## config.mk

```make
export PLATFORM = sky130hd
export DESIGN_NAME = register_file_sb
export DESIGN_NICKNAME = d
export VERILOG_FILES = /design/src/rtl/register_file_sb.sv
export SDC_FILE = /design/constraint.sdc
export NUM_CORES = 2
export LEC_CHECK = 0
export CAP_MARGIN = 0
export CORE_MARGIN = 4
export CORE_UTILIZATION = 42
export CTS_BUF_LIST = sky130_fd_sc_hd__clkbuf_8 sky130_fd_sc_hd__clkbuf_16
export DETAILED_ROUTE_END_ITERATION = 10
export SETUP_SLACK_MARGIN = 0.5
export SKIP_CTS_REPAIR_TIMING = 1
export SLEW_MARGIN = 20
export SYNTH_ARGS = -nofsm -noshare
export SYNTH_HDL_FRONTEND = slang
export SYNTH_SLANG_ARGS = --single-unit
```

## constraint.sdc

```tcl
create_clock -name clk -period 73.3 [get_ports clk]
set_input_delay 10.995 -clock clk [delete_from_list [all_inputs] [get_ports clk]]
set_output_delay 10.995 -clock clk [all_outputs]
set_load 0.1 [all_outputs]
```

## src/rtl/register_file_sb.sv

```systemverilog
// register_file_sb: DEPTH x WIDTH register file with NUM_RD asynchronous read
// ports, one synchronous write port and a pending-write scoreboard (one busy
// bit per register plus a count of busy registers) for RAW hazard detection.
// Optional build macro SB_BYPASS_EN: same-cycle write-to-read forwarding on the
// read ports. Stored state is identical with and without the macro.
module register_file_sb #(
    parameter int WIDTH    = 32,
    parameter int DEPTH    = 32,
    parameter int NUM_RD   = 2,
    parameter int ZERO_REG = 1,
    parameter int ADDR_W   = $clog2(DEPTH),
    parameter int CNT_W    = $clog2(DEPTH + 1)
) (
    input  logic                     clk,
    input  logic                     rst,
    input  logic                     wr_en,
    input  logic [ADDR_W-1:0]        wr_addr,
    input  logic [WIDTH-1:0]         wr_data,
    input  logic                     rsv_en,
    input  logic [ADDR_W-1:0]        rsv_addr,
    input  logic [NUM_RD*ADDR_W-1:0] rd_addr,
    output logic [NUM_RD*WIDTH-1:0]  rd_data,
    output logic [NUM_RD-1:0]        rd_busy,
    output logic [CNT_W-1:0]         pend_cnt,
    output logic                     any_busy
);

    logic [WIDTH-1:0]  regs [DEPTH];
    logic [DEPTH-1:0]  busy;

    logic              wr_ok;
    logic              rsv_ok;
    logic              same_addr;
    logic              cnt_inc;
    logic              cnt_dec;

    logic [ADDR_W-1:0] rd_a;
    logic [WIDTH-1:0]  rd_d;
    logic              rd_b;

    // Qualify strobes (register 0 is read-only when hardwired) and derive counter steps
    // NOTE: every always_comb output gets a default first so no path can infer a latch.
    always_comb begin
        wr_ok  = wr_en;
        rsv_ok = rsv_en;
        if (ZERO_REG != 0) begin
            if (wr_addr == '0)  wr_ok  = 1'b0;
            if (rsv_addr == '0) rsv_ok = 1'b0;
        end
        same_addr = (wr_addr == rsv_addr);
        // Count only real 0->1 and 1->0 transitions of busy bits.
        cnt_inc = rsv_ok && !busy[rsv_addr];
        cnt_dec = wr_ok && busy[wr_addr] && !(rsv_ok && same_addr);
    end

    // Register array: cleared by reset, written on the edge
    // NOTE: the array is reset explicitly because reads must return zero after reset;
    // this keeps it in flops rather than a RAM macro.
    always_ff @(posedge clk or posedge rst) begin
        if (rst) begin
            for (int j = 0; j < DEPTH; j++) regs[j] <= '0;
        end else if (wr_ok) begin
            regs[wr_addr] <= wr_data;
        end
    end

    // Busy bits: a write clears, a reserve sets; the reserve is assigned last so it wins on collision
    // NOTE: non-blocking assignments let the later reserve override the earlier write clear
    // to the same bit within one edge, without creating ordering races between blocks.
    always_ff @(posedge clk or posedge rst) begin
        if (rst) begin
            busy <= '0;
        end else begin
            if (wr_ok)  busy[wr_addr]  <= 1'b0;
            if (rsv_ok) busy[rsv_addr] <= 1'b1;
        end
    end

    // Pending counter: tracks the number of set busy bits, never wraps by construction
    always_ff @(posedge clk or posedge rst) begin
        if (rst) begin
            pend_cnt <= '0;
        end else begin
            case ({cnt_inc, cnt_dec})
                2'b10:   pend_cnt <= pend_cnt + CNT_W'(1);
                2'b01:   pend_cnt <= pend_cnt - CNT_W'(1);
                default: pend_cnt <= pend_cnt;
            endcase
        end
    end

    assign any_busy = (pend_cnt != '0);

    // Combinational read ports, optionally forwarding the in-flight write, forced to zero in reset
    always_comb begin
        rd_data = '0;
        rd_busy = '0;
        rd_a    = '0;
        rd_d    = '0;
        rd_b    = 1'b0;
        for (int i = 0; i < NUM_RD; i++) begin
            rd_a = rd_addr[i*ADDR_W +: ADDR_W];
            rd_d = regs[rd_a];
            rd_b = busy[rd_a];
`ifdef SB_BYPASS_EN
            if (wr_ok && (wr_addr == rd_a)) begin
                rd_d = wr_data;
                rd_b = rsv_ok && same_addr;
            end
`else
`endif
            if (rst) begin
                rd_d = '0;
                rd_b = 1'b0;
            end
            rd_data[i*WIDTH +: WIDTH] = rd_d;
            rd_busy[i]                = rd_b;
        end
    end

endmodule

```

Yosys cells after proc, flatten, opt, wreduce, memory -nomap -nowiden
Index checks and enable logic that the tools add are counted.
Widths: inputs -> output; s select.
{ "op_classes": {"eq_ne": 3, "n_mux": 30, "addsub": 2, "order_cmp": 10, "n_reduce_logical": 13, "bitwise_logic": 6} }
{ "ops": {"columns": ["cell", "count"], "rows": [
  ["$bwmux 1024", 1],
  ["$bmux 32 s5", 2],
  ["$mux 32", 9],
  ["$demux 32 s5", 1],
  ["$and 32x32->32", 1],
  ["$not 32->32", 1],
  ["$or 32x32->32", 1],
  ["$lt 5x6->1 const B", 4],
  ["$bmux 1 s5", 4],
  ["$ge 6x6->1 const B", 3],
  ["$not 5->6", 3],
  ["$pmux 6 s2", 1],
  ["$demux 1 s5", 2],
  ["$ge 5x1->1 const B", 2],
  ["$logic_not 5->1", 2],
  ["$mux 1", 10],
  ["$logic_and 1x1->1", 7],
  ["$add 6x1->6 const B", 1],
  ["$lt 6x1->1 const B", 1],
  ["$reduce_bool 6->1", 1],
  ["$sub 6x1->6 const B", 1],
  ["$eq 5x5->1", 1],
  ["$eq 2x1->1 const B", 1],
  ["$eq 2x2->1 const B", 1],
  ["2 further kinds", 3]
]} }
{ "word_totals": {"regBits": 1062, "word_cells": 98, "inputBits": 56, "out_inout_bits": 73} }

Depth between registers and ports, before layout
{ "depth": {"ltp_word": 9, "depth_mapped": 12, "depth_no_buf": 10} }

Worst setup path after synthesis
No wires, ideal clock.
{ "synth_timing": {"path_type": "input port to output port", "startpoint": "in rst", "endpoint": "out rd_data[35]", "stages": 5, "setup_slack_ns": 12.905, "t_required_ns": 62.305, "path_buffers": 2, "arrival_time_ns": 49.400, "path_cell_list": "buf_4 inv_1 clkbuf_1 o221ai_1 a221oi_2"} }
{ "synth_via": {"elab_chain_len": 1} }
{ "synth_lines": {"columns": ["element", "line", "text"], "rows": [
  ["start: declaration", "15", "input logic rst,"],
  ["$mux 32", "112", "if (rst) begin"],
  ["end: declaration", "22", "output logic [NUM_RD*WIDTH-1:0] rd_data,"]
]} }
No other way between the ends.

Final worst setup path
{ "layout_timing": {"startpoint": "in rd_addr[6]", "endpoint": "out rd_data[46]"} }
{ "layout_via": {"elab_chain_len": 5} }
{ "layout_lines": {"columns": ["element", "line", "text"], "rows": [
  ["start: declaration", "21", "input logic [NUM_RD*ADDR_W-1:0] rd_addr,"],
  ["$not 5->6 (not written as such)", "103", "rd_d = regs[rd_a];"],
  ["$bmux 32 s5", "103", null],
  ["$mux 32 (not written as such) (2 in a row)", "103", null],
  ["$mux 32", "112", null]
]} }
No other way between the ends. The select of a mux whose other input is x is not followed.

==> flow_metrics.env <==
export IMPL_status="completed"
export IMPL_worstRegToRegCells=10
export IMPL_tightest_slew_ns=1.16
export IMPL_antenna_left=0
export IMPL_drive_gt1_share_pct=54.3
export IMPL_grt_pass1_vias=36060
export IMPL_hp_class="flop to flop"
export IMPL_slew_headroom_pct=22.5
export IMPL_dp_cells=5157
export IMPL_synth_top_area_share_pct=46.5
export IMPL_path_depth=8
export IMPL_nNetsFinal=3559
export IMPL_via_per_inst=6.47
export IMPL_clk_path_buf_depth=3
export IMPL_critPathLaunch="rd_addr[6]"
export IMPL_synth_avg_cell_area_um2=15.9
export IMPL_wl_um=176000
export IMPL_synthCells=3597
export IMPL_vias=34812
export IMPL_setup_worst_path_start_class="input port"
export IMPL_clkSinkCount=1062
export IMPL_max_freq_mhz=36.5
export IMPL_p_leak_uw=0.0266
export IMPL_async_reset_ff_share_pct=100
export IMPL_reg2reg_to="pend_cnt[5]"
export IMPL_crit_path_end_kind="output port"
export IMPL_first_iter_violations=3211
export IMPL_hold_viol_final=0
export IMPL_period_needed_ns=27.36
export IMPL_htree_num_levels=3
export IMPL_synthesis_area_um2=57200
export IMPL_setup_viol=0
export IMPL_portBuffers=128
export IMPL_worst_setup_path_type="input port to output port"
export IMPL_max_stage_delay_ns=1.32
export IMPL_fin_area_um2=63200
export IMPL_path_max_fanout=86
export IMPL_synth_seq_area_share_pct=46.5
export IMPL_grt_pass1_wl_um=259000
export IMPL_finalNonFillerCells=5377
export IMPL_crit_arrival_ns=16.37
export IMPL_post_route_period_util_pct=37.3
export IMPL_dpl_cell_area_um2=59300
export IMPL_overflow=0
export IMPL_p_per_area_nw_per_um2=28.2
export IMPL_grt_setup_unrepaired="false"
export IMPL_path_cells="buf_8 > buf_4 > buf_4 > mux4_2 > mux4_2 > inv_1 > a2111oi_1 > clkdlybuf4s50_1"
export IMPL_synth_top_flop_cell="dfrtp_1"
export IMPL_cpMaxStageDelayCell="clkdlybuf4s50_1"
export IMPL_die_y_um=377
export IMPL_ys_warn_count=0
export IMPL_whs_ns=0.396
export IMPL_num_io_pins=129
export IMPL_die_area_um2=142000
export IMPL_clk_pin_slew_ns=0.06
export IMPL_clock_latency_ns=0.74
export IMPL_final_core_util_pct=46.7
export IMPL_root_buffer="clkbuf_16"
export IMPL_skew_ns=0.0126
export IMPL_peakVddDrop_v=0.0000213
export IMPL_routedWlPerCell_um=32.8
export IMPL_numCtsBuffers=118
export IMPL_synth_enable_flop_cells=0
export IMPL_path_buf_inv=5
export IMPL_grt_start_max_net_pins=188
export IMPL_ys_ff_latch=1062
export IMPL_drtPass1Iterations=5
export IMPL_coreArea_um2=135000
export IMPL_worst_path_dominant_cell_family="buffers and inverters"
export IMPL_synth_area_leaders="dfrtp_1, mux4_2, mux2_2, buf_2, clkbuf_1"
export IMPL_yosysTopAreaCell="dfrtp_1"
export IMPL_r2r_start="busy[19]"
export IMPL_cap_violations=0
export IMPL_cts_tree="done"
export IMPL_area_growth_pct=10.6
export IMPL_critical_path_required_ns=62.31
export IMPL_slew_viol_final=0
export IMPL_initial_utilization_pct=42.3
export IMPL_placementRows=135
export IMPL_remaining_drc_errors=0
export IMPL_cp_endpoint="rd_data[46]"
export IMPL_regToRegSetupSlack_ns=70.15
export IMPL_grt_usage_pct=25.0
export IMPL_finalSetupTns_ns=0
export IMPL_synth_cell_types=62
export IMPL_syn_num_nets=3659
export IMPL_antenna_found_initial=18
export IMPL_gp_congestion=0.807
export IMPL_dieWidth_um=377
export IMPL_dpl_hpwl_um=96500
==> cell families after synthesis <==
logic type,count (synthesis),synth area share [%]
DFF,1062,46.5
buffers and inverters,460,4.05
adders and majority gates,6,0.144
and+or+nand+nor,213,2.10
muxes,1643,44.2
AOI/OAI and AO/OA,204,2.89
xor gates and xnor gates,9,0.138
==> worst min path at each step <==
stage | start | cells after the start | to | slack [ns]
6_report | regs[1008] | 0 | regs[1008] | 0.40
3_5_place_dp | regs[1002] | 0 | regs[1002] | 0.38
3_3_place_gp | regs[996] | 0 | regs[996] | 0.38
4_1_cts | regs[1003] | 0 | regs[1003] | 0.40
5_1_grt | regs[1016] | 0 | regs[1016] | 0.40
2_1_floorplan | regs[1000] | 1 | regs[1000] | 0.44
==> metal layers <==
metal / GRT usage [%] / wire length [µm]
met1: 34.5 / 73600
met2: 39.3 / 83500
met4: 8.70 / 6010
met3: 5.53 / 13200
met5: 0 / 86
==> Yosys cell counts, types with 3 or more instances <==
| master | n |
|---|---|
| buf_2 | 134 |
| nand3b_1 | 5 |
| a22o_1 | 5 |
| dfrtp_1 | 1062 |
| a22oi_1 | 3 |
| buf_1 | 29 |
| ha_1 | 5 |
| nand2b_1 | 7 |
| nand3_1 | 5 |
| mux4_2 | 604 |
| buf_6 | 24 |
| buf_4 | 52 |
| nor4_1 | 28 |
| mux2_2 | 993 |
| xor2_1 | 5 |
| or3_1 | 3 |
| inv_1 | 21 |
| a32o_1 | 3 |
| nor2_1 | 26 |
| o221ai_1 | 22 |
| mux2i_1 | 44 |
| o22ai_1 | 47 |
| o21ai_0 | 29 |
| nor2b_1 | 77 |
| a221oi_2 | 22 |
| nand2_1 | 40 |
| clkinv_1 | 19 |
| or2_2 | 3 |
| nor3b_2 | 3 |
| a211oi_1 | 38 |
| xnor2_1 | 4 |
| a2111oi_1 | 17 |
| clkbuf_1 | 175 |
| nor3_1 | 4 |
==> where the power goes <==
group / leakage, µW / internal, µW / switching (µW)
Clock: 0.00205 / 350 / 247
Sequential: 0.0136 / 700 / 83.8
Combinational: 0.0109 / 225 / 177
==> per-stage QoR <==
step	total power (µW)	worst slack, ns
6_report	1780	45.94
5_1_grt	1860	45.55
4_1_cts	1800	45.91
3_5_place_dp	1200	45.91
3_3_place_gp	1180	45.91
2_1_floorplan	1100	12.91
==> cells in the final DEF, fill, tap and decap left out, types with 22 or more instances in the layout <==
| cell | count |
|---|---|
| mux2i_1 | 44 |
| mux2_2 | 993 |
| a211oi_1 | 38 |
| nor4_1 | 27 |
| nor2b_1 | 76 |
| buf_4 | 68 |
| clkdlybuf4s50_1 | 99 |
| o221ai_1 | 22 |
| a221oi_2 | 22 |
| dfrtp_1 | 1062 |
| clkbuf_8 | 28 |
| nand2_1 | 24 |
| inv_1 | 50 |
| clkbuf_16 | 122 |
| mux4_2 | 604 |
| o22ai_1 | 47 |
| o21ai_0 | 29 |
==> worst reg2reg max path: cells and delay by family, from the launching register on <==
kind	cells	cell delay, ns
simple gates	3	0.40
mux	1	0.51
xor+xnor	1	0.11
compound gates	3	0.86
fa+ha+maj	2	0.71
flops	1	0.42
==> final cells by class <==
type / count / area [µm²]
Fill cell: 11618 / 72100
Multi-Input combinational cell: 2075 / 28500
Sequential cell: 1062 / 26600
Clock buffer: 149 / 3420
Tap cell: 1781 / 2230
Timing Repair Buffer: 199 / 1820
Clock inverter: 63 / 482
Inverter: 41 / 161
Antenna cell: 7 / 17.5
==> state kept, by name, indices dropped and copies added (netlist names) <==
name      count
busy         32
regs       1024
pend_cnt      6
No activity file was read; power rests on OpenSTA's default activity.
